--- config.mk ---
export PLATFORM = sky130hd
export DESIGN_NAME = prog_launch_sequencer_flat
export DESIGN_NICKNAME = d
export VERILOG_FILES = /design/src/rtl/prog_launch_sequencer_if.sv /design/src/rtl/prog_launch_sequencer.sv /design/src/flat_wrapper.sv
export SDC_FILE = /design/constraint.sdc
export NUM_CORES = 1
export LEC_CHECK = 0
export ABC_AREA = 1
export CAP_MARGIN = 20
export CORE_MARGIN = 8
export CORE_UTILIZATION = 30
export DETAILED_ROUTE_END_ITERATION = 12
export HOLD_SLACK_MARGIN = 0.06
export PLACE_DENSITY = 0.55
export SETUP_SLACK_MARGIN = 0.05
export SYNTH_ARGS = -nofsm -noshare
export SYNTH_HDL_FRONTEND = slang
export SYNTH_SLANG_ARGS = --single-unit
--- constraint.sdc ---
create_clock -name Clk -period 1.9 [get_ports Clk]
set_input_delay 0.285 -clock Clk [delete_from_list [all_inputs] [get_ports Clk]]
set_output_delay 0.285 -clock Clk [all_outputs]
set_load 0.005 [all_outputs]
--- src/rtl/prog_launch_sequencer_if.sv ---
// Run-control bundle between the bench/top level and the launch sequencer.
// master drives Start/Done and observes the PC-control outputs; slave is the sequencer.
interface prog_launch_sequencer_if #(
  parameter int unsigned L  = 10,
  parameter int unsigned CW = 16
);
  logic          Start;
  logic          Done;
  logic          Hold;
  logic          Launch;
  logic [L-1:0]  Target;
  logic [1:0]    ProgSel;
  logic          Busy;
  logic          Ack;
  logic          Timeout;
  logic [CW-1:0] LastCycles;

  modport master (
    output Start, Done,
    input  Hold, Launch, Target, ProgSel, Busy, Ack, Timeout, LastCycles
  );

  modport slave (
    input  Start, Done,
    output Hold, Launch, Target, ProgSel, Busy, Ack, Timeout, LastCycles
  );
endinterface

--- src/rtl/prog_launch_sequencer.sv ---
// Run controller for the 9-bit-ISA core: converts the Start/Done handshake into
// PC control (hold, one-cycle absolute jump to each program's entry), runs
// programs 1..3 in order, times each run and aborts it on a watchdog limit.
module prog_launch_sequencer #(
  parameter int unsigned L        = 10,
  parameter int unsigned CW       = 16,
  parameter int unsigned P1_ENTRY = 2,
  parameter int unsigned P2_ENTRY = 321,
  parameter int unsigned P3_ENTRY = 324,
  parameter int unsigned MAX_CYC  = 4096
) (
  input  logic                   Clk,
  input  logic                   Reset_n,
  prog_launch_sequencer_if.slave bus
);

  localparam longint unsigned CNT_SPAN = 64'd1 << CW;
  localparam longint unsigned PC_SPAN  = 64'd1 << L;

  // Parameter sanity: the watchdog limit must be reachable by the counter and
  // every entry address must be representable on the PC.
  if (MAX_CYC < 1 || longint'(MAX_CYC) - 1 >= longint'(CNT_SPAN)) begin : g_bad_max_cyc
    $error("MAX_CYC-1 does not fit in CW bits");
  end
  if (longint'(P1_ENTRY) >= longint'(PC_SPAN) ||
      longint'(P2_ENTRY) >= longint'(PC_SPAN) ||
      longint'(P3_ENTRY) >= longint'(PC_SPAN)) begin : g_bad_entry
    $error("program entry address does not fit in L bits");
  end

  localparam logic [CW-1:0] CNT_LIM = CW'(MAX_CYC - 1);
  localparam logic [L-1:0]  ENTRY0  = L'(P1_ENTRY);
  localparam logic [L-1:0]  ENTRY1  = L'(P2_ENTRY);
  localparam logic [L-1:0]  ENTRY2  = L'(P3_ENTRY);

  typedef enum logic [2:0] {
    S_IDLE,
    S_ARMED,
    S_LAUNCH,
    S_RUN,
    S_FINISH,
    S_ALLDONE
  } state_t;

  state_t        state, state_nxt;
  logic          start_q;
  logic          start_rise, start_fall;
  logic [1:0]    idx, idx_nxt;
  logic [CW-1:0] cnt, cnt_nxt;
  logic [CW-1:0] last, last_nxt;
  logic          ack, ack_nxt;
  logic          tmo, tmo_nxt;

  function automatic logic [L-1:0] entry_of(input logic [1:0] i);
    case (i)
      2'd0:    entry_of = ENTRY0;
      2'd1:    entry_of = ENTRY1;
      default: entry_of = ENTRY2;
    endcase
  endfunction

  assign start_rise = bus.Start & ~start_q;
  assign start_fall = ~bus.Start & start_q;

  // State and run bookkeeping registers; reset is immediate so a stuck program
  // can be abandoned mid-RUN.
  always_ff @(posedge Clk or negedge Reset_n) begin
    if (!Reset_n) begin
      state   <= S_IDLE;
      start_q <= 1'b0;
      idx     <= 2'd0;
      cnt     <= '0;
      last    <= '0;
      ack     <= 1'b0;
      tmo     <= 1'b0;
    end else begin
      state   <= state_nxt;
      start_q <= bus.Start;
      idx     <= idx_nxt;
      cnt     <= cnt_nxt;
      last    <= last_nxt;
      ack     <= ack_nxt;
      tmo     <= tmo_nxt;
    end
  end

  // Next-state, bookkeeping updates and PC-control outputs.
  // Completion status (Ack/LastCycles/Timeout) is captured on the RUN exit so it
  // is already visible in FINISH; the program index advances on the FINISH exit.
  always_comb begin
    state_nxt      = state;
    idx_nxt        = idx;
    cnt_nxt        = cnt;
    last_nxt       = last;
    ack_nxt        = ack;
    tmo_nxt        = tmo;
    bus.Hold       = 1'b1;
    bus.Launch     = 1'b0;
    bus.Target     = '0;
    bus.Busy       = 1'b0;
    bus.ProgSel    = idx;
    bus.Ack        = ack;
    bus.Timeout    = tmo;
    bus.LastCycles = last;

    case (state)
      S_IDLE: begin
        if (start_rise) begin
          state_nxt = S_ARMED;
          ack_nxt   = 1'b0;
        end
      end
      S_ARMED: begin
        if (start_fall) state_nxt = S_LAUNCH;
      end
      S_LAUNCH: begin
        bus.Hold   = 1'b0;
        bus.Launch = 1'b1;
        bus.Target = entry_of(idx);
        bus.Busy   = 1'b1;
        cnt_nxt    = '0;
        tmo_nxt    = 1'b0;
        state_nxt  = S_RUN;
      end
      S_RUN: begin
        bus.Hold = 1'b0;
        bus.Busy = 1'b1;
        // Done takes priority over the watchdog; the count saturates at the
        // limit because the run ends there.
        if (bus.Done) begin
          state_nxt = S_FINISH;
          last_nxt  = cnt;
          ack_nxt   = 1'b1;
        end else if (cnt == CNT_LIM) begin
          state_nxt = S_FINISH;
          last_nxt  = cnt;
          ack_nxt   = 1'b1;
          tmo_nxt   = 1'b1;
        end else begin
          cnt_nxt = cnt + 1'b1;
        end
      end
      S_FINISH: begin
        if (idx == 2'd2) begin
          state_nxt = S_ALLDONE;
        end else begin
          idx_nxt   = idx + 2'd1;
          state_nxt = S_IDLE;
        end
      end
      S_ALLDONE: begin
        state_nxt = S_ALLDONE;
      end
      default: begin
        state_nxt = S_IDLE;
      end
    endcase
  end

endmodule

--- src/flat_wrapper.sv ---
// flat-port wrapper written by rule: the top's interface ports become plain ports
module prog_launch_sequencer_flat 
#(
  parameter int unsigned L        = 10,
  parameter int unsigned CW       = 16,
  parameter int unsigned P1_ENTRY = 2,
  parameter int unsigned P2_ENTRY = 321,
  parameter int unsigned P3_ENTRY = 324,
  parameter int unsigned MAX_CYC  = 4096
)
  (Clk, Reset_n, bus_Start, bus_Done, bus_Hold, bus_Launch, bus_Target, bus_ProgSel, bus_Busy, bus_Ack, bus_Timeout, bus_LastCycles);
  prog_launch_sequencer_if #(.L(L), .CW(CW)) bus_i ();
  input  logic Clk;
  input  logic Reset_n;
  input wire logic [$bits(bus_i.Start)-1:0] bus_Start;
  input wire logic [$bits(bus_i.Done)-1:0] bus_Done;
  output wire logic [$bits(bus_i.Hold)-1:0] bus_Hold;
  output wire logic [$bits(bus_i.Launch)-1:0] bus_Launch;
  output wire logic [$bits(bus_i.Target)-1:0] bus_Target;
  output wire logic [$bits(bus_i.ProgSel)-1:0] bus_ProgSel;
  output wire logic [$bits(bus_i.Busy)-1:0] bus_Busy;
  output wire logic [$bits(bus_i.Ack)-1:0] bus_Ack;
  output wire logic [$bits(bus_i.Timeout)-1:0] bus_Timeout;
  output wire logic [$bits(bus_i.LastCycles)-1:0] bus_LastCycles;
  assign bus_i.Start = bus_Start;
  assign bus_i.Done = bus_Done;
  assign bus_Hold = bus_i.Hold;
  assign bus_Launch = bus_i.Launch;
  assign bus_Target = bus_i.Target;
  assign bus_ProgSel = bus_i.ProgSel;
  assign bus_Busy = bus_i.Busy;
  assign bus_Ack = bus_i.Ack;
  assign bus_Timeout = bus_i.Timeout;
  assign bus_LastCycles = bus_i.LastCycles;
  prog_launch_sequencer #(.L(L), .CW(CW), .P1_ENTRY(P1_ENTRY), .P2_ENTRY(P2_ENTRY), .P3_ENTRY(P3_ENTRY), .MAX_CYC(MAX_CYC)) u_core (.Clk(Clk), .Reset_n(Reset_n), .bus(bus_i));
endmodule
# Word-level counts from Yosys, hierarchy flattened

Index checks and enable logic that the tools add are counted.

Output and inout port bits: 33
Input port bits: 4
Register bits after elaboration: 40

Reductions and logical operators: 12
Equality and inequality tests: 14
Mux-type cells: 22
$add $sub $neg: 2
Bitwise logic cells: 5

Operator list:

| kind                                                   | number |
|---|---|
| two-way mux 16 bit                                     | 4 |
| one-hot mux 16 bit (2 select lines)                    | 1 |
| one-hot mux 3 bit (6 select lines)                     | 1 |
| one-hot mux 9 bit (2 select lines)                     | 1 |
| adder 16 x 1 -> 16 bit (second input constant)         | 1 |
| == test 16 x 12 -> 1 bit (second input constant)       | 1 |
| two-way mux 3 bit                                      | 5 |
| AND reduction 3 bit                                    | 4 |
| two-way mux 10 bit                                     | 1 |
| two-way mux 1 bit                                      | 7 |
| == test 3 x 2 -> 1 bit (second input constant)         | 2 |
| == test 3 bit (second input constant)                  | 2 |
| inequality test 2 x 1 -> 1 bit (second input constant) | 3 |
| nonzero test 2 bit                                     | 3 |
| inequality test 2 bit (second input constant)          | 2 |
| one-hot mux 1 bit (2 select lines)                     | 2 |
| AND reduction 2 bit                                    | 2 |
| == test 3 x 1 -> 1 bit (second input constant)         | 1 |
| zero test 3 bit                                        | 1 |
| inequality test 3 x 2 -> 1 bit (second input constant) | 1 |
| NOT 1 bit                                              | 3 |
| adder 2 x 1 -> 2 bit (second input constant)           | 1 |
| AND 1 bit                                              | 2 |
| == test 2 x 1 -> 1 bit (second input constant)         | 1 |
| other kinds (3)                                        | 3 |

# Depth between registers and ports, before layout

Gate-level depths: netlist (run 1).

Depth after elaboration: 4
Depth in mapped cells: 11
Depth with buffers taken out: 10

# Least setup slack after synthesis (run 1)

Ideal clock, no wire load.

Kind: register to output
From: register u_core.state[2]
To: output bus_Target[8]
Cell stages (with the launch flop): 8
Path slack: 0.296 ns
Arrival time: 1.319 ns
Cell sequence: dfrtp_1 inv_2 nand2_4 nor2_1 inv_2 buf_2 nor2_1 buf_4

Word-level cells in the longest chain between the ends: 2

RTL lines:

| item                   | line                         | RTL |
|---|---|---|
| from (decl)            | prog_launch_sequencer.sv:45  | `state_t state, state_nxt;` |
| from (signal assigned) | prog_launch_sequencer.sv:77  | `state <= state_nxt;` |
| == test 3 x 2 -> 1 bit | prog_launch_sequencer.sv:106 | `case (state)` |
| two-way mux 10 bit     | prog_launch_sequencer.sv:106 |  |
| to (decl)              | flat_wrapper.sv:19           | `output wire logic [$bits(bus_i.Target)-1:0] bus_Target;` |

Every way passes these cells.

# Final worst setup path (run 1)

From: register u_core.state[1]
To: output bus_Hold

Word-level cells in the longest chain between the ends: 3
Elaborated cells between the ends (all ways): 4
Classes of those cells: 2 x eq/ne; 1 x mux; 1 x reduce/logical

RTL lines:

| item                             | line                         | RTL |
|---|---|---|
| == test 3 x 2 -> 1 bit           | prog_launch_sequencer.sv:106 |  |
| OR reduction 2 bit (no line) (*) | n/a                          |  |
| two-way mux 1 bit (*)            | prog_launch_sequencer.sv:106 |  |
| to (decl)                        | flat_wrapper.sv:17           | `output wire logic [$bits(bus_i.Hold)-1:0] bus_Hold;` |

Mark *: on every way between the ends. The rest lies on a longest branch, timed or not.

==> flow_summary.toml, run 1 <==
[yosys]
synth_edf_count = 0
synth_largest_area_cell = "dfrtp_1"
synth_compound_area_frac = 0.112
ys_types = 29
synthAdderAreaFrac = 0.0269
synthFlopType = "dfrtp_1"
synth_seq_cells = 40
yosys_warnings = 0
synthArstFlopShare = 1.00
synth_top_family_by_area = "simple AND/OR/NAND/NOR gates"
synth_top_cell_area_share = 0.430
yosys.area_share.simple = 0.313
synth_cells = 292
synth.most_common_cell = "nand2_1"
synthMuxAreaShare = 0
seq_area_frac_synth = 0.430
syn_area_per_cell_um2 = 7.97
ys_top_cells_by_count = "nand2_1 (69), dfrtp_1 (40), nor2_1 (39)"
synthXorXnorAreaFrac = 0.00753
synth_area_mm2 = 0.00233
ys_top_cells_by_area = "dfrtp_1 (43%), nand2_1 (11%), nor2_1 (6.3%)"

[sta]
fin_ws_ps = 126
setup-violations-final = 0
period_needed_ps = 1770
final.period_utilization = 0.933
rsz0062_at_grt = "no"
finalSetupTns_ps = 0
fmax_ghz = 0.564
fin_worst_skew_ps = 10.9
drv_slew = 0
hold_viol = 0

[outcome]
status = "completed"

[floorplan]
fp.dieW_um = 104
initial_utilization = 0.306
ios = 37
die_h_um = 104
rows = 32
core_area_mm2 = 0.00761
die-area_mm2 = 0.0108

[critical_path]
crit_chain = "nand2_4, buf_4, clkdlybuf4s50_1"
rr_worst_depth = 10
cp_data_arrival_time_ps = 1490
slowest_delay_ps = 510
crit_slowest_cell = "clkdlybuf4s50_1"
crit_path_start = "u_core.state[1]"
cp.required_ps = 1620
r2r-start = "u_core.cnt[0]"
cp_max_fo = 4
endpoint = "bus_Hold"
ff2ff_setup_slack_ps = 260
criticalPathCategory = "flop to primary output"
cp-start-kind = "flop"
reg2reg_to = "u_core.cnt[0]"
crit_path_end_kind = "primary output"

[final_layout]
layout.nets = 344
final_layout_size_suffix_gt1_frac = 0.188
finalInstanceArea_mm2 = 0.00292
diodes = 0
area_growth_pct = 25.6

[route]
drc = 0
wl_mm = 5.36
routed_via_density = 4.53
wl_per_cell_um = 12.2
drtAntennaViolNets = 0
num_vias = 1986
drt-initial-drc-count = 84
drt-pass1-iter-count = 4

[global_route]
grt_pass1_wl_mm = 9.55
groute.usage.overall = 0.105
grt-ovfl-total = 0
antenna_found_initial = 0
grt_pass1_vias = 2090
grt_max_degree = 31

[power_and_ir_drop]
p_leak_uw = 0.00136
ir_drop_mv = 0.510
finalPower_uw = 2890
cellPowerDensity_mw_per_mm2 = 991

[placement]
portBuffers = 31
place_congestion = 0.823
dp_hpwl_mm = 3.95
placed_area_mm2 = 0.00274
place_ws_ps = 205

[hold_path]
hp-class = "input port to async pin"

[cts]
cts_sinks = 40
cts_htree_levels = 2
clk_pin_slew_ps = 80
cts_buffer_depth = 2
tritoncts = "yes"
clock_latency_ps = 300
cts_made_buffers = 5
clockRootBuffer = "clkbuf_8"

[run]
drv_cap = 0
[where the power goes]
group / internal [uW] / total, uW / switching [uW]
sequential: 942 / 1020 / 76.6
combinational: 456 / 1100 / 644
clock: 464 / 774 / 310
[cell families after synthesis]
kind of cell             count (synthesis)
AO/OA/AOI/OAI                           40
adder cells (fa/ha/maj)                  5
buffers and inverters                   49
other                                    1
AND/OR/NAND/NOR                        155
flip-flops                              40
XOR/XNOR                                 2
[registers in the layout (all words and copies together) (netlist names)]
register and cells:
u_core.state 3, u_core.start_q 1, u_core.bus.Ack 1, u_core.cnt 16, u_core.bus.LastCycles 16, u_core.bus.ProgSel 2
u_core.bus.Timeout 1
[worst min path at each step]
stage / start / to / slack, ps / depth (start not counted)
after floorplan: Reset_n / u_core.bus.Ack / -10 / 0
after global placement: Reset_n / u_core.bus.ProgSel[0] / 250 / 1
after detailed placement: Reset_n / u_core.bus.ProgSel[0] / 260 / 1
after CTS: Reset_n / u_core.bus.ProgSel[0] / 460 / 2
after global routing: Reset_n / u_core.cnt[13] / 480 / 2
final: Reset_n / u_core.bus.ProgSel[0] / 440 / 2
[cell type report]
type                    instances  area (um2)
fillers                       806        4690
multi-input cells             207        1110
flip-flops and latches         40        1000
repair buffers                 46         419
inverters                      35         134
well taps                     102         128
clock buffers                   7        96.3
clock inverters                 1        30.0
[per-stage QoR]
step                std cells  hold slack, ps  utilization
global route              438             481        0.384
global placement          426             249        0.360
CTS                       438             456        0.381
detailed placement        426             258        0.360
finish                    438             443        0.384
floorplan                 296           -10.6            -
[placed cells by master (no fill, tap or decap)]
cell type | Yosys | final
a21oi_1 | 10 | 10
conb_1 | 1 | 5
nor3_1 | 2 | 2
nand4_1 | 4 | 4
nor2_4 | 1 | 2
o21bai_1 | 1 | 1
inv_4 | 1 | 1
clkdlybuf4s50_1 | 0 | 23
o21ai_0 | 8 | 8
nor2_8 | 1 | 1
inv_2 | 5 | 7
nand2_8 | 0 | 2
buf_2 | 2 | 1
clkinv_1 | 1 | 1
nand2_2 | 5 | 5
o21ai_1 | 4 | 4
buf_4 | 7 | 14
a31oi_1 | 2 | 2
nand3_1 | 23 | 23
dlygate4sd3_1 | 0 | 1
clkbuf_8 | 0 | 7
nand2_4 | 6 | 4
inv_1 | 28 | 26
xor2_1 | 2 | 2
nor2_2 | 1 | 1
nor3b_1 | 2 | 2
bufinv_16 | 0 | 1
nand2_1 | 69 | 69
nand3_2 | 2 | 2
nor2_1 | 39 | 38
dlygate4sd2_1 | 0 | 5
dfrtp_1 | 40 | 40
o21ai_2 | 15 | 15
dlymetal6s2s_1 | 0 | 2
ha_1 | 5 | 5
[critical path, delay by kind of cell, from the launching register on]
family / cells / cell delay, ps
buffers and inverters: 2 / 670
DFF: 1 / 430
and+or+nand+nor: 1 / 100
[metal layers]
metal	share of wire	GRT usage
met1	0.47	0.126
met2	0.46	0.172
met3	0.055	0.0335
met4	0.018	0.0393
met5	0	0
[timing repair]
action                                 in CTS  in global routing
gates resized for setup                     9                  4
setup endpoints to repair                   7                 21
hold buffers                                1                  0
buffers inserted                            3                  0
endpoints found under the hold margin      16                  0
(Power assumes the default switching activity.)
==> inputs of run 2 (changes only) <==
--- a/config.mk
+++ b/config.mk
@@ -10,9 +10,9 @@
 export CORE_MARGIN = 8
 export CORE_UTILIZATION = 30
 export DETAILED_ROUTE_END_ITERATION = 12
-export HOLD_SLACK_MARGIN = 0.06
+export HOLD_SLACK_MARGIN = 0.02
 export PLACE_DENSITY = 0.55
-export SETUP_SLACK_MARGIN = 0.05
+export SETUP_SLACK_MARGIN = 0.1
 export SYNTH_ARGS = -nofsm -noshare
 export SYNTH_HDL_FRONTEND = slang
 export SYNTH_SLANG_ARGS = --single-unit
==> flow_summary.toml, run 2 (synthesis results as in run 1) <==
[sta]
setup-violations-final = 0
fmax_ghz = 0.574
rsz0062_at_grt = "no"
final.period_utilization = 0.917
fin_ws_ps = 158
finalSetupTns_ps = 0
period_needed_ps = 1740
fin_worst_skew_ps = 10.6
hold_viol = 0
drv_slew = 0

[floorplan]
ios = 37
fp.dieW_um = 104
rows = 32
core_area_mm2 = 0.00761
die_h_um = 104
initial_utilization = 0.306
die-area_mm2 = 0.0108

[placement]
post-place-cells = 426
place_ws_ps = 205
portBuffers = 31
dp_hpwl_mm = 3.95
place_congestion = 0.823

[final_layout]
multi_input_area_mm2 = 0.00112
mostFrequentLayoutCells = "nand2_1 (69), dfrtp_1 (40), nor2_1 (38), inv_1 (26)"
fillers = 807
final_layout_size_suffix_gt1_frac = 0.190
final_cells = 438
seqCellArea_mm2 = 0.00100
final_common_cell = "nand2_1"
diodes = 0
area_growth_pct = 25.8
layout.nets = 344
post-route-util = 0.385

[cts]
cts_htree_levels = 2
clk_pin_slew_ps = 80
cts_buffer_depth = 2
tritoncts = "yes"
cts_sinks = 40
clock_latency_ps = 300
clockRootBuffer = "clkbuf_8"
cts_made_buffers = 5

[route]
num_vias = 1976
drc = 0
top_layer = "met4"
dr_wl_met3_um = 262
drtAntennaViolNets = 0
wirelength_met1_mm = 2.56
met2_length_mm = 2.47
routed_via_density = 4.51
drt-initial-drc-count = 96
wl_mm = 5.40
drt-pass1-iter-count = 4
wl_per_cell_um = 12.3

[global_route]
groute.usage.overall = 0.105
grt_pass1_vias = 2090
antenna_found_initial = 0
grt-ovfl-total = 0
grt_max_degree = 31
grt_pass1_wl_mm = 9.55

[critical_path]
cp-start-kind = "flop"
criticalPathCategory = "flop to primary output"
ff2ff_setup_slack_ps = 280
slowest_delay_ps = 500
crit_path_end_kind = "primary output"
cp_data_arrival_time_ps = 1460
crit_chain = "inv_2, nand2_4, buf_6, clkdlybuf4s50_1"
crit_slowest_cell = "clkdlybuf4s50_1"
cp_max_fo = 4
cp.required_ps = 1620

[power_and_ir_drop]
finalPower_uw = 2910
cellPowerDensity_mw_per_mm2 = 994
ir_drop_mv = 0.573
p_leak_uw = 0.00134

[outcome]
status = "completed"

[hold_path]
hp-class = "input port to async pin"

[run]
drv_cap = 0
-- run 2: cell type report --
cell class | count | share of cell area
multi-input combinational | 207 | 0.382
sequential | 40 | 0.342
timing repair buffer | 46 | 0.143
inverter | 35 | 0.0458
tap | 102 | 0.0436
clock buffer | 7 | 0.0329
clock inverter | 1 | 0.0103
-- run 2: final timing paths --
path | startpoint | end | depth (start not counted)
worst max-delay path | u_core.state[2] | bus_Hold | 4
worst min-delay path | Reset_n | u_core.bus.ProgSel[0] | 2
worst max register to register | u_core.cnt[0] | u_core.cnt[6] | 10
worst min register to register | u_core.bus.LastCycles[13] | u_core.bus.LastCycles[13] | 2
max in group asynchronous | Reset_n | u_core.bus.LastCycles[0] | 3
min in group Clk | u_core.bus.LastCycles[13] | u_core.bus.LastCycles[13] | 2
-- run 2: worst max-delay path, delay by kind of cell (launching register included) --
kind	cells	cell delay, ps
buf+inv	3	700
flops	1	390
simple gates	1	70
-- run 2: repair_timing --
item | in CTS | in global routing
endpoints found under the hold margin | 16 | 0
hold buffers | 1 | 0
resized for setup | 11 | 5
setup endpoints to repair | 7 | 35
setup buffers | 3 | 0
-- run 2: routing by layer --
metal | vias to the layer above | track usage
met3 | 8 | 0.0335
li1 | 1000 | -
met1 | 932 | 0.126
met4 | 0 | 0.0393
met2 | 36 | 0.172
met5 | - | 0
-- run 2: report_power, final --
part,internal [uW],switching (uW),total [uW]
registers,942,76.4,1020
clock network,464,309,773
logic,462,654,1120
total,1870,1040,2910
-- run 2: metrics by stage --
step / area [um2] / hold slack, ps
global placement: 2740 / 249
floorplan: 2340 / -10.6
global route: 2930 / 481
CTS: 2900 / 456
finish: 2930 / 443
detailed placement: 2740 / 258
